[src/rtl/uart_pkg.sv]
// Shared UART definitions: receiver state encoding, frame width, default rates
// and the tick divider helper used by the receiver and transmitter.
package uart_pkg;

  typedef enum logic [2:0] {
    IDLE,
    START,
    DATA,
    STOP,
    WAIT_IDLE
  } uart_state_e;

  localparam int DATA_BITS          = 8;
  localparam int CLK_FREQ_DEFAULT   = 100_000_000;
  localparam int BAUD_RATE_DEFAULT  = 9600;

  function automatic int tick_div(input int clk_hz, input int baud, input int os);
    return clk_hz / (baud * os);
  endfunction

endpackage

[src/rtl/uart_baud_tick.sv]
// Free-running divider: tick is high for one clk every DIV clocks.
module uart_baud_tick #(
  parameter int DIV = 651
) (
  input  logic clk,
  input  logic reset,
  output logic tick
);

  localparam int W = (DIV > 1) ? $clog2(DIV) : 1;
  localparam logic [W-1:0] LAST = W'(DIV - 1);

  logic [W-1:0] cnt_q;

  always_ff @(posedge clk or posedge reset) begin
    if (reset) begin
      cnt_q <= '0;
    end else if (cnt_q == LAST) begin
      cnt_q <= '0;
    end else begin
      cnt_q <= cnt_q + W'(1);
    end
  end

  assign tick = (cnt_q == LAST);

endmodule

[src/rtl/uart_rx.sv]
// 8N1 UART receiver, 16x oversampled, one-clk data_valid per good byte.
// Define UART_RX_MAJORITY_EN for 2-of-3 majority voting around each bit centre.
module uart_rx
  import uart_pkg::*;
#(
  parameter int CLK_FREQ   = CLK_FREQ_DEFAULT,
  parameter int BAUD_RATE  = BAUD_RATE_DEFAULT,
  parameter int OVERSAMPLE = 16
) (
  input  logic                 clk,
  input  logic                 reset,
  input  logic                 rx,
  output logic [DATA_BITS-1:0] data_out,
  output logic                 data_valid,
  output logic                 rx_busy,
  output logic                 frame_error
);

  localparam int TICK_DIV = tick_div(CLK_FREQ, BAUD_RATE, OVERSAMPLE);
  localparam int SCW      = $clog2(OVERSAMPLE);

`ifdef UART_RX_MAJORITY_EN
  // Majority decisions land one tick after the nominal centre.
  localparam logic [SCW-1:0] START_LAST = SCW'(OVERSAMPLE / 2);
`else
  localparam logic [SCW-1:0] START_LAST = SCW'(OVERSAMPLE / 2 - 1);
`endif
  localparam logic [SCW-1:0] BIT_LAST = SCW'(OVERSAMPLE - 1);
  localparam logic [2:0]     LAST_BIT = 3'(DATA_BITS - 1);

  logic [1:0]           sync_q;
  logic                 rx_s;
  logic                 tick;
  logic                 sample_bit;
  uart_state_e          state_q;
  logic [SCW-1:0]       sample_cnt_q;
  logic [2:0]           bit_cnt_q;
  logic [DATA_BITS-1:0] shift_q;
  logic [DATA_BITS-1:0] data_out_q;
  logic                 data_valid_q;
  logic                 rx_busy_q;
  logic                 frame_error_q;

  always_ff @(posedge clk or posedge reset) begin
    if (reset) begin
      sync_q <= 2'b11;
    end else begin
      sync_q <= {sync_q[0], rx};
    end
  end

  assign rx_s = sync_q[1];

  uart_baud_tick #(
    .DIV (TICK_DIV)
  ) u_tick (
    .clk   (clk),
    .reset (reset),
    .tick  (tick)
  );

`ifdef UART_RX_MAJORITY_EN
  logic [1:0] hist_q;

  // Holds rx_s from the two previous ticks (centre-1 and centre at a decision).
  always_ff @(posedge clk or posedge reset) begin
    if (reset) begin
      hist_q <= 2'b11;
    end else if (tick) begin
      hist_q <= {hist_q[0], rx_s};
    end
  end

  assign sample_bit = (hist_q[1] & hist_q[0]) | (hist_q[1] & rx_s) | (hist_q[0] & rx_s);
`else
  assign sample_bit = rx_s;
`endif

  always_ff @(posedge clk or posedge reset) begin
    if (reset) begin
      state_q       <= IDLE;
      sample_cnt_q  <= '0;
      bit_cnt_q     <= '0;
      shift_q       <= '0;
      data_out_q    <= '0;
      data_valid_q  <= 1'b0;
      rx_busy_q     <= 1'b0;
      frame_error_q <= 1'b0;
    end else begin
      data_valid_q <= 1'b0;
      if (tick) begin
        case (state_q)
          IDLE: begin
            if (!rx_s) begin
              state_q      <= START;
              sample_cnt_q <= '0;
            end
          end
          START: begin
            if (sample_cnt_q == START_LAST) begin
              if (sample_bit) begin
                state_q <= IDLE;
              end else begin
                state_q      <= DATA;
                rx_busy_q    <= 1'b1;
                sample_cnt_q <= '0;
                bit_cnt_q    <= '0;
              end
            end else begin
              sample_cnt_q <= sample_cnt_q + SCW'(1);
            end
          end
          DATA: begin
            if (sample_cnt_q == BIT_LAST) begin
              shift_q      <= {sample_bit, shift_q[DATA_BITS-1:1]};
              sample_cnt_q <= '0;
              bit_cnt_q    <= bit_cnt_q + 3'd1;
              if (bit_cnt_q == LAST_BIT) begin
                state_q <= STOP;
              end
            end else begin
              sample_cnt_q <= sample_cnt_q + SCW'(1);
            end
          end
          STOP: begin
            if (sample_cnt_q == BIT_LAST) begin
              rx_busy_q    <= 1'b0;
              sample_cnt_q <= '0;
              if (sample_bit) begin
                data_out_q    <= shift_q;
                data_valid_q  <= 1'b1;
                frame_error_q <= 1'b0;
                state_q       <= IDLE;
              end else begin
                frame_error_q <= 1'b1;
                state_q       <= WAIT_IDLE;
              end
            end else begin
              sample_cnt_q <= sample_cnt_q + SCW'(1);
            end
          end
          WAIT_IDLE: begin
            // A held-low line (break) must go high before a new start is accepted.
            if (rx_s) begin
              state_q <= IDLE;
            end
          end
          default: state_q <= IDLE;
        endcase
      end
    end
  end

  assign data_out    = data_out_q;
  assign data_valid  = data_valid_q;
  assign rx_busy     = rx_busy_q;
  assign frame_error = frame_error_q;

endmodule

[config.mk]
export PLATFORM = sky130hd
export DESIGN_NAME = uart_rx
export DESIGN_NICKNAME = d
export VERILOG_FILES = /design/src/rtl/uart_pkg.sv /design/src/rtl/uart_baud_tick.sv /design/src/rtl/uart_rx.sv
export SDC_FILE = /design/constraint.sdc
export NUM_CORES = 1
export LEC_CHECK = 0
export BUFFER_PORTS_ARGS = -buffer_cell sky130_fd_sc_hd__buf_2
export CAP_MARGIN = 20
export CORE_UTILIZATION = 50
export DETAILED_ROUTE_END_ITERATION = 6
export PLACE_DENSITY = 0.72
export SLEW_MARGIN = 25
export SYNTH_ARGS = -nofsm -noshare
export SYNTH_HDL_FRONTEND = slang
export SYNTH_SLANG_ARGS = --single-unit
[constraint.sdc]
create_clock -name clk -period 5.8 [get_ports clk]
set_input_delay 0.87 -clock clk [delete_from_list [all_inputs] [get_ports clk]]
set_output_delay 0.87 -clock clk [all_outputs]
set_load 0.1 [all_outputs]
==> metrics.yaml <==
ctsHtreeMaxLevel: 2
drive_above_1_share_pct: 30.2
whs_ps: 357
die_area_um2: 4110
floorplan.initialDensity_pct: 52.3
seq_power_share_pct: 60.1
overflow: 0
finalSetupViolations: 0
cp.required_ps: 5970
async_flop_share_pct: 100
fin_worst_skew_ps: 2.64
numCtsBuffers: 5
dieWidth_um: 64.1
hold_path.class: "reg2reg"
hold_violations: 0
core_um2: 3690
first_pass_iters: 4
syn_inst: 165
switching_share_pct: 20.2
synth_most_common_cell: "dfrtp_1"
fin_tns_setup_ps: 0
synth_top_family_by_area: "simple AND/OR/NAND/NOR gates"
cp.arrival_ps: 2690
synth_compound_area_share_pct: 6.55
cts_buffer_depth: 2
p_sw_uw: 96.7
synth_xor_area_share_pct: 4.08
syn_area_per_cell_um2: 11.7
grt_max_degree: 42
rows: 22
place_area_um2: 2030
synth_area_leaders: "dfrtp_1, mux2_2, ha_1"
grt_pass1_wl_um: 5880
p_per_area_nw_per_um2: 226
criticalPathCategory: "reg2reg"
internal_power_uw: 382
report.final.slew_viol_count: 0
end_kind: "register"
fill_cells: 318
synth_nets: 173
hold_buffers: 0
area.growth.synth_to_final_pct: 9.79
synth_top_area_cell: "dfrtp_1"
grt_util_all_layers_pct: 19.1
synth_edf_count: 0
dp_hpwl_um: 2410
rsz0062_at_grt: "no"
dp_cells: 220
startpoint_type: "register"
synth_cell_type_count: 35
cts_resized: 0
synth.mux.area_fraction_pct: 12.8
synthAdderAreaFrac_pct: 3.24
synthSimpleGateAreaFrac_pct: 16.3
clkTransAtPathRegs_ps: 70
die_h_um: 64.1
worstSkewPairLatency_ps: 280
comb_power_share_pct: 1.6
synth_commonest_cells: "dfrtp_1, mux2_2, nor2_1, nand3_1, inv_1"
period_share_pct: 43.5
grt_antenna_before_repair: 0
vias_per_cell: 5.71
maxSlewHeadroom_pct: 62.4
yosysTopAreaCellShare_pct: 50.6
avgRoutedWirePerCell_um: 14.7
antennaDiodeCount: 0
cp_max_fo: 10
rrSetupSlack_ps: 3280
wl_um: 3340
port_buffers: 13
tightest_slew_ps: 560
post-route-min-period_ps: 2520
synth-seq-cells: 41
synth.cell_area_um2: 1930
via_count: 1296
cts_num_sinks: 41
max-vdd-ir-drop_mv: 0.169
ys_warn_count: 0
ant_nets: 0
timing.fmax_mhz: 396
outcome: "complete, no violations"
cts-root-buf: "clkbuf_8"
leakagePower_uw: 0.00103
first_global_vias: 1291
drc: 0
ys.flop_type: "dfrtp_1"
routabilityCongestion: 0.822
ios: 14
cts_tree: "built"
synth_sequential_area_ratio_pct: 53.3
power_frac_clock_pct: 38.3
layoutNonFillerInstCount: 227
drt_iter0_drc: 104
final_area_um2: 2120
maxCapViolCount: 0
postCtsSetupBuffers: 0
nNetsFinal: 187
==> worst max-delay path, cell delays in order, from the launching register on <==
cell and delay (ps):
dfrtp_1 430, inv_1 80, ha_1 140, nand4b_1 160
nor3_1 510, buf_4 260, and3_1 450, mux2_2 390
==> cell usage in the layout (no fill, tap or decap) <==
master,instances
or3b_2,1
and4_1,1
and3_1,3
a21oi_1,7
nand3_1,12
nand4_1,2
nand4b_1,1
clkinvlp_4,1
dfrtp_1,39
nor3b_1,3
ha_1,5
nor3_1,1
o221ai_1,1
xor2_1,4
o2111ai_1,2
nand2b_1,3
nor4_2,1
a31o_2,2
buf_2,13
or3_4,2
o31ai_1,2
nor2_1,16
nor3_4,1
a211o_1,1
mux2_2,22
nand2_1,4
dfstp_2,2
nand3b_1,2
buf_4,2
a221o_1,1
o21ai_0,1
xnor2_1,5
inv_1,8
clkbuf_8,6
a311oi_1,1
or4b_2,1
==> power by group through the flow <==
| stage | registers [uW] | clock network (uW) | logic (uW) |
|---|---|---|---|
| 2_1_floorplan | 293 | 0 | 5.26 |
| 3_3_place_gp | 293 | 0 | 7.83 |
| 3_5_place_dp | 293 | 0 | 7.99 |
| 4_1_cts | 288 | 189 | 8.00 |
| 5_1_grt | 288 | 201 | 8.99 |
| 6_report | 288 | 184 | 7.58 |
==> metrics by stage <==
step | utilization [%] | total power (uW) | worst slack [ps]
2_1_floorplan | - | 298 | 3780
5_1_grt | 57.5 | 498 | 3040
3_3_place_gp | 55.0 | 301 | 3410
3_5_place_dp | 55.0 | 301 | 3300
6_report | 57.5 | 479 | 3280
4_1_cts | 57.5 | 485 | 3280
==> registers in the layout, summed over array words and instances (netlist names) <==
name          flops
data_valid        1
sync_q            2
bit_cnt_q         3
frame_error       1
rx_busy           1
data_out          8
shift_q           8
state_q           3
u_tick.cnt_q     10
sample_cnt_q      4
==> final timing paths <==
| kind | startpoint | to | depth (start not counted) |
|---|---|---|---|
| min in group asynchronous | reset | shift_q[5] | 3 |
| max reg2reg | u_tick.cnt_q[0] | data_out[7] | 7 |
| max in group asynchronous | reset | sync_q[0] | 3 |
| max | u_tick.cnt_q[0] | data_out[7] | 7 |
| min reg2reg | sync_q[0] | sync_q[1] | 0 |
| min | sync_q[0] | sync_q[1] | 0 |
==> final cells by class <==
type	count	area, um2	area share [%]
sequential	41	1030	48.5
multi-input combinational	108	831	39.2
clock buffer	6	82.6	3.90
timing repair buffer	15	80.1	3.78
tap	48	60.1	2.83
inverter	8	30.0	1.42
clock inverter	1	7.51	0.354
==> layer usage <==
metal	GRT usage (%)	routed length [um]	vias to the layer above
met4	7.50	57	0
met2	32.8	1740	21
met3	4.29	99	10
li1	-	-	609
met5	0	0	-
met1	23.2	1440	656
==> cell families after synthesis <==
| family | after synthesis |
|---|---|
| buffers and inverters | 16 |
| flip-flops | 41 |
| multiplexers | 22 |
| XOR/XNOR | 9 |
| AND/OR/NAND/NOR | 54 |
| adder cells (fa/ha/maj) | 5 |
| AO/OA/AOI/OAI | 18 |
Note: power is estimated with default switching activity, not from simulation.
